===== src/rtl/clk_div_ctrl.sv =====
// -----------------------------------------------------------------------------
// clk_div_ctrl
//
// Runtime-programmable clock divider. Produces a registered divided clock
// (clk_out, period 2*div_cur system clocks, 50% duty) plus a one-cycle
// strobe (tick) in the first cycle clk_out is high. A new half-period is
// offered over a valid/ready handshake. In IDLE it takes effect at once.
// While running it is parked and applied only at the next low-to-high
// boundary of clk_out, so no runt pulses are produced. A half-period of 0
// stops the divided clock after the current low phase.
//
// Ports
//   clk        in   system clock, all logic on posedge
//   reset      in   synchronous, active-high
//   cfg_valid  in   a new half-period value is offered
//   cfg_div    in   half-period in clk cycles (0 = stop)
//   cfg_ready  out  a config can be accepted this cycle (state != PEND)
//   cfg_done   out  one-cycle pulse when an accepted config takes effect
//   clk_out    out  divided clock, registered
//   tick       out  one-cycle pulse in the first cycle clk_out is 1
//   running    out  high in RUN and PEND
//   div_cur    out  half-period currently in force (0 when idle)
// -----------------------------------------------------------------------------
module clk_div_ctrl #(
    parameter int WIDTH = 8
) (
    input  logic             clk,
    input  logic             reset,
    input  logic             cfg_valid,
    input  logic [WIDTH-1:0] cfg_div,
    output logic             cfg_ready,
    output logic             cfg_done,
    output logic             clk_out,
    output logic             tick,
    output logic             running,
    output logic [WIDTH-1:0] div_cur
);

    typedef enum logic [1:0] {
        S_IDLE = 2'd0,
        S_RUN  = 2'd1,
        S_PEND = 2'd2
    } state_e;

    localparam logic [WIDTH-1:0] ONE  = WIDTH'(1);
    localparam logic [WIDTH-1:0] ZERO = '0;

    state_e           state_q,    state_d;
    logic [WIDTH-1:0] cnt_q,      cnt_d;
    logic [WIDTH-1:0] div_cur_q,  div_cur_d;
    logic [WIDTH-1:0] pend_div_q, pend_div_d;
    logic             clk_out_q,  clk_out_d;
    logic             tick_q,     tick_d;
    logic             cfg_done_q, cfg_done_d;

    logic             xfer;
    logic             half_end;

    assign cfg_ready = (state_q != S_PEND);
    assign xfer      = cfg_valid & cfg_ready;

    // Last cycle of the current half-period. div_cur_q is never 0 outside
    // IDLE, so the subtraction cannot wrap while this is used.
    assign half_end  = (cnt_q == (div_cur_q - ONE));

    // -------------------------------------------------------------------------
    // Next-state logic
    // -------------------------------------------------------------------------
    always_comb begin
        // NOTE: every variable gets a default before the case so that paths
        // that do not assign it hold state instead of inferring a latch.
        state_d    = state_q;
        cnt_d      = cnt_q;
        div_cur_d  = div_cur_q;
        pend_div_d = pend_div_q;
        clk_out_d  = clk_out_q;
        cfg_done_d = 1'b0;

        unique case (state_q)
            S_IDLE: begin
                cnt_d     = ZERO;
                clk_out_d = 1'b0;
                if (xfer) begin
                    cfg_done_d = 1'b1;
                    if (cfg_div != ZERO) begin
                        state_d   = S_RUN;
                        div_cur_d = cfg_div;
                    end
                end
            end

            S_RUN: begin
                if (half_end) begin
                    clk_out_d = ~clk_out_q;
                    cnt_d     = ZERO;
                end else begin
                    cnt_d = cnt_q + ONE;
                end
                // A transfer coincident with a rising boundary lets that
                // boundary complete with the old ratio; the value waits for
                // the next rise.
                if (xfer) begin
                    pend_div_d = cfg_div;
                    state_d    = S_PEND;
                end
            end

            S_PEND: begin
                if (half_end) begin
                    cnt_d = ZERO;
                    if (!clk_out_q) begin
                        // Rising boundary: apply the parked value. The high
                        // phase that starts here already uses the new ratio.
                        cfg_done_d = 1'b1;
                        if (pend_div_q != ZERO) begin
                            clk_out_d = 1'b1;
                            div_cur_d = pend_div_q;
                            state_d   = S_RUN;
                        end else begin
                            clk_out_d = 1'b0;
                            div_cur_d = ZERO;
                            state_d   = S_IDLE;
                        end
                    end else begin
                        // Falling boundary toggles normally.
                        clk_out_d = 1'b0;
                    end
                end else begin
                    cnt_d = cnt_q + ONE;
                end
            end

            default: begin
                state_d   = S_IDLE;
                cnt_d     = ZERO;
                div_cur_d = ZERO;
                clk_out_d = 1'b0;
            end
        endcase
    end

    // tick marks the cycle in which the registered clk_out has just risen.
    assign tick_d = clk_out_d & ~clk_out_q;

    // -------------------------------------------------------------------------
    // State registers
    // -------------------------------------------------------------------------
    always_ff @(posedge clk) begin
        // NOTE: non-blocking assignments so every register samples the
        // pre-edge values, independent of statement order.
        if (reset) begin
            state_q    <= S_IDLE;
            cnt_q      <= ZERO;
            div_cur_q  <= ZERO;
            pend_div_q <= ZERO;
            clk_out_q  <= 1'b0;
            tick_q     <= 1'b0;
            cfg_done_q <= 1'b0;
        end else begin
            state_q    <= state_d;
            cnt_q      <= cnt_d;
            div_cur_q  <= div_cur_d;
            pend_div_q <= pend_div_d;
            clk_out_q  <= clk_out_d;
            tick_q     <= tick_d;
            cfg_done_q <= cfg_done_d;
        end
    end

    assign clk_out  = clk_out_q;
    assign tick     = tick_q;
    assign cfg_done = cfg_done_q;
    assign div_cur  = div_cur_q;
    assign running  = (state_q != S_IDLE);

endmodule


===== config.mk =====
export PLATFORM = sky130hd
export DESIGN_NAME = clk_div_ctrl
export DESIGN_NICKNAME = d
export VERILOG_FILES = /design/src/rtl/clk_div_ctrl.sv
export SDC_FILE = /design/constraint.sdc
export NUM_CORES = 1
export LEC_CHECK = 0
export ABC_AREA = 0
export BUFFER_PORTS_ARGS = -buffer_cell sky130_fd_sc_hd__buf_2
export CORE_UTILIZATION = 53
export CTS_BUF_LIST = sky130_fd_sc_hd__clkbuf_8
export DETAILED_ROUTE_END_ITERATION = 6
export HOLD_SLACK_MARGIN = 0.1
export PLACE_DENSITY = 0.75
export SYNTH_ARGS = -nofsm -noshare
export SYNTH_HDL_FRONTEND = slang
export SYNTH_SLANG_ARGS = --single-unit
export TNS_END_PERCENT = 100

===== constraint.sdc =====
create_clock -name clk -period 2.8 [get_ports clk]
set_input_delay 0 -clock clk [delete_from_list [all_inputs] [get_ports clk]]
set_output_delay 0 -clock clk [all_outputs]
set_load 0.05 [all_outputs]

==> flow_summary.toml <==
[floorplanning]
rows = 20
die_h_microns = 58.8
core_sq_um = 3050
io_pins = 24
die_w_microns = 58.8
dieArea_sq_um = 3460
initial_utilization_pct = 56.0

[setup_path]
cp.required_ns = 3.01
max_stage_delay_ns = 0.44
cp.arrival_ns = 2.92
worst_path_max_delay_cell = "or4_4"
cp-start-kind = "flip-flop"
critPathKind = "flip-flop to flip-flop"
critPathMaxFanout = 5
end_kind = "flip-flop"
cp_cell_sequence = "inv_4, ha_4, or3b_4, or4_4, a2111oi_4, o211ai_4, inv_4, ha_4, nand2b_4, o21ai_1, nor3b_2"

[hold_path]
hold_class = "input pin to flip-flop"

[timing]
setup_viol = 0
hold_violations = 0
clock_skew_ns = 0.00355
fmax_ghz = 0.368
slew_headroom_pct = 66.5
setup_tns_ns = 0
timing.final.crit_share_pct = 96.9
final.setup.worst_slack_ns = 0.0854
period_needed_ns = 2.71
worst_pin_slew_ns = 0.499
finalMaxSlewViolations = 0

[logic_synthesis]
synth_fp_nets = 208
synth_edf_count = 0
yosysSeqAreaShare_pct = 34.0
synth_top_area_share_pct = 34.0
ys_warn_count = 0
synthCells = 190
netlist-cell-type-count = 50
ys.flop_type = "dfxtp_1"
ys_ff_latch = 29
async_reset_ff_share_pct = 0
avgSynthCellArea_sq_um = 9.00
synth_common_cells = "dfxtp_1 (29), nor2_1 (28), inv_1 (9)"
syn_area_sq_um = 1710
synth.most_common_cell = "dfxtp_1"
synth_area_leader_cell = "dfxtp_1"
synth_area_leaders = "dfxtp_1 (34%), nor2_1 (6.1%), ha_1 (5.1%)"

[placed_design]
gp_congestion = 0.849
placed_cell_area_sq_um = 1920
port_buffers = 23
dp_hpwl_microns = 2910
pre_cts_ws_ns = 0.0588

[pwr]
leakage_uw = 0.000936
peakVddDrop_mv = 0.443
power.density_nw_per_um2 = 798
power_uw = 1710

[final_layout]
final_util_pct = 70.1
drive_gt1_share_pct = 23.5
num-nets-final = 247
num_antenna_cells = 0
design_area_sq_um = 2140
synthToLayoutAreaGrowth_pct = 25.3

[grt]
grt_pass1_vias = 1457
overflow = 0
antenna_found_initial = 0
grt_max_degree = 24
grt_pass1_wl_microns = 6540
grt_use_total_pct = 25.5

[detailed_routing]
drt_iter0_markers = 92
wl_met2_microns = 1970
met1Wirelength_microns = 1830
ant_nets = 0
firstDrtPassIters = 4
routed_wl_microns = 4040
drt-vias-per-instance = 5.73
vias = 1571
met3_length_microns = 177
maxUsedRoutingLayer = "met4"
routedWlPerCell_microns = 14.8
remaining_drc_errors = 0

[clock_network]
cts_sinks = 29
cts_buffers = 5
clock_path_buffers = 2
clk_pin_slew_ns = 0.06
clockRootBuffer = "clkbuf_8"
cts_tree = "built"
cts.htree.levels = 2
worstSkewPairLatency_ns = 0.28

[flow_run]
cap_viol_max_count = 0

[status]
status = "completed"
flip-flops by register name, indices dropped and copies added, names as in the netlist:
| register | cells |
|---|---|
| cfg_done | 1 |
| clk_out | 1 |
| cnt_q | 8 |
| div_cur | 8 |
| pend_div_q | 8 |
| state_q | 2 |
| tick | 1 |
routing by layer:
| metal | track usage (%) | up-vias |
|---|---|---|
| met5 | 0 | - |
| li1 | - | 782 |
| met4 | 12.2 | 0 |
| met1 | 31.0 | 740 |
| met2 | 41.2 | 43 |
| met3 | 7.25 | 6 |
through the flow:
step | std cells | hold slack, ns
after floorplan | 190 | 0.144
after global placement | 252 | 0.277
after detailed placement | 252 | 0.292
after CTS | 269 | 0.133
after global routing | 274 | 0.159
final | 274 | 0.140
cell usage in the layout (no fill, tap or decap), drive strengths merged, types with 2 or more instances in the layout:
| cell | synthesis | layout |
|---|---|---|
| nor4 | 3 | 3 |
| buf | 3 | 32 |
| xor2 | 6 | 6 |
| nand3 | 6 | 6 |
| dlygate4sd3 | 0 | 9 |
| o21ai | 3 | 3 |
| clkbuf | 6 | 6 |
| a21oi | 5 | 5 |
| nor3 | 5 | 5 |
| a22o | 8 | 8 |
| dfxtp | 29 | 29 |
| nor2b | 2 | 2 |
| and3 | 4 | 4 |
| o311ai | 2 | 2 |
| a221o | 8 | 8 |
| inv | 10 | 13 |
| ha | 7 | 7 |
| nand2 | 2 | 2 |
| mux2i | 8 | 8 |
| or4 | 4 | 4 |
| xnor2 | 8 | 8 |
| nor2 | 28 | 28 |
| nand2b | 3 | 3 |
| nand4 | 2 | 2 |
| a22oi | 8 | 8 |
kinds of logic after synthesis:
kind of cell               Yosys count  share of synthesized area, %
buffers and inverters               20                          4.54
DFF                                 29                          34.0
adders and majority gates            7                          5.12
muxes                                9                          5.34
AOI/OAI and AO/OA                   46                          23.3
xor gates and xnor gates            14                          7.17
and+or+nand+nor                     65                          20.6
timing repair:
| action | in CTS | in global routing |
|---|---|---|
| endpoints found under the setup margin | 0 | 9 |
| hold endpoints to repair | 9 | 0 |
| resized for setup | 0 | 2 |
| buffers inserted | 0 | 5 |
| hold buffers | 9 | 0 |
cell type report:
class,instances,area (sq um)
clock inverters,2,7.51
clock buffers,6,82.6
repair buffers,41,273
inverters,11,46.3
multi-input cells,141,1090
well taps,44,55.1
fillers,256,912
flip-flops and latches,29,586
critical path, delay by kind of cell, from the launching register on:
| kind | cells | cell delay [ns] |
|---|---|---|
| compound gates | 3 | 0.69 |
| simple gates | 4 | 1.13 |
| flops | 1 | 0.36 |
| buf+inv | 2 | 0.15 |
| fa+ha+maj | 2 | 0.32 |
final timing paths:
| kind | startpoint | to | slack [ns] | cells past startpoint |
|---|---|---|---|---|
| max | div_cur[0]$_SDFFE_PP0P_ | tick$_SDFF_PP0_ | 0.09 | 11 |
| min | reset | pend_div_q[6]$_SDFFE_PP0P_ | 0.14 | 2 |
| max reg2reg | div_cur[0]$_SDFFE_PP0P_ | tick$_SDFF_PP0_ | 0.09 | 11 |
| min reg2reg | clk_out$_SDFF_PP0_ | tick$_SDFF_PP0_ | 0.52 | 1 |
report_power, final:
part	leakage, uW	internal (uW)	switching, uW
clock	0.0000538	192	147
combinational	0.000645	309	512
sequential	0.000237	476	72.2
(Power assumes the default switching activity.)
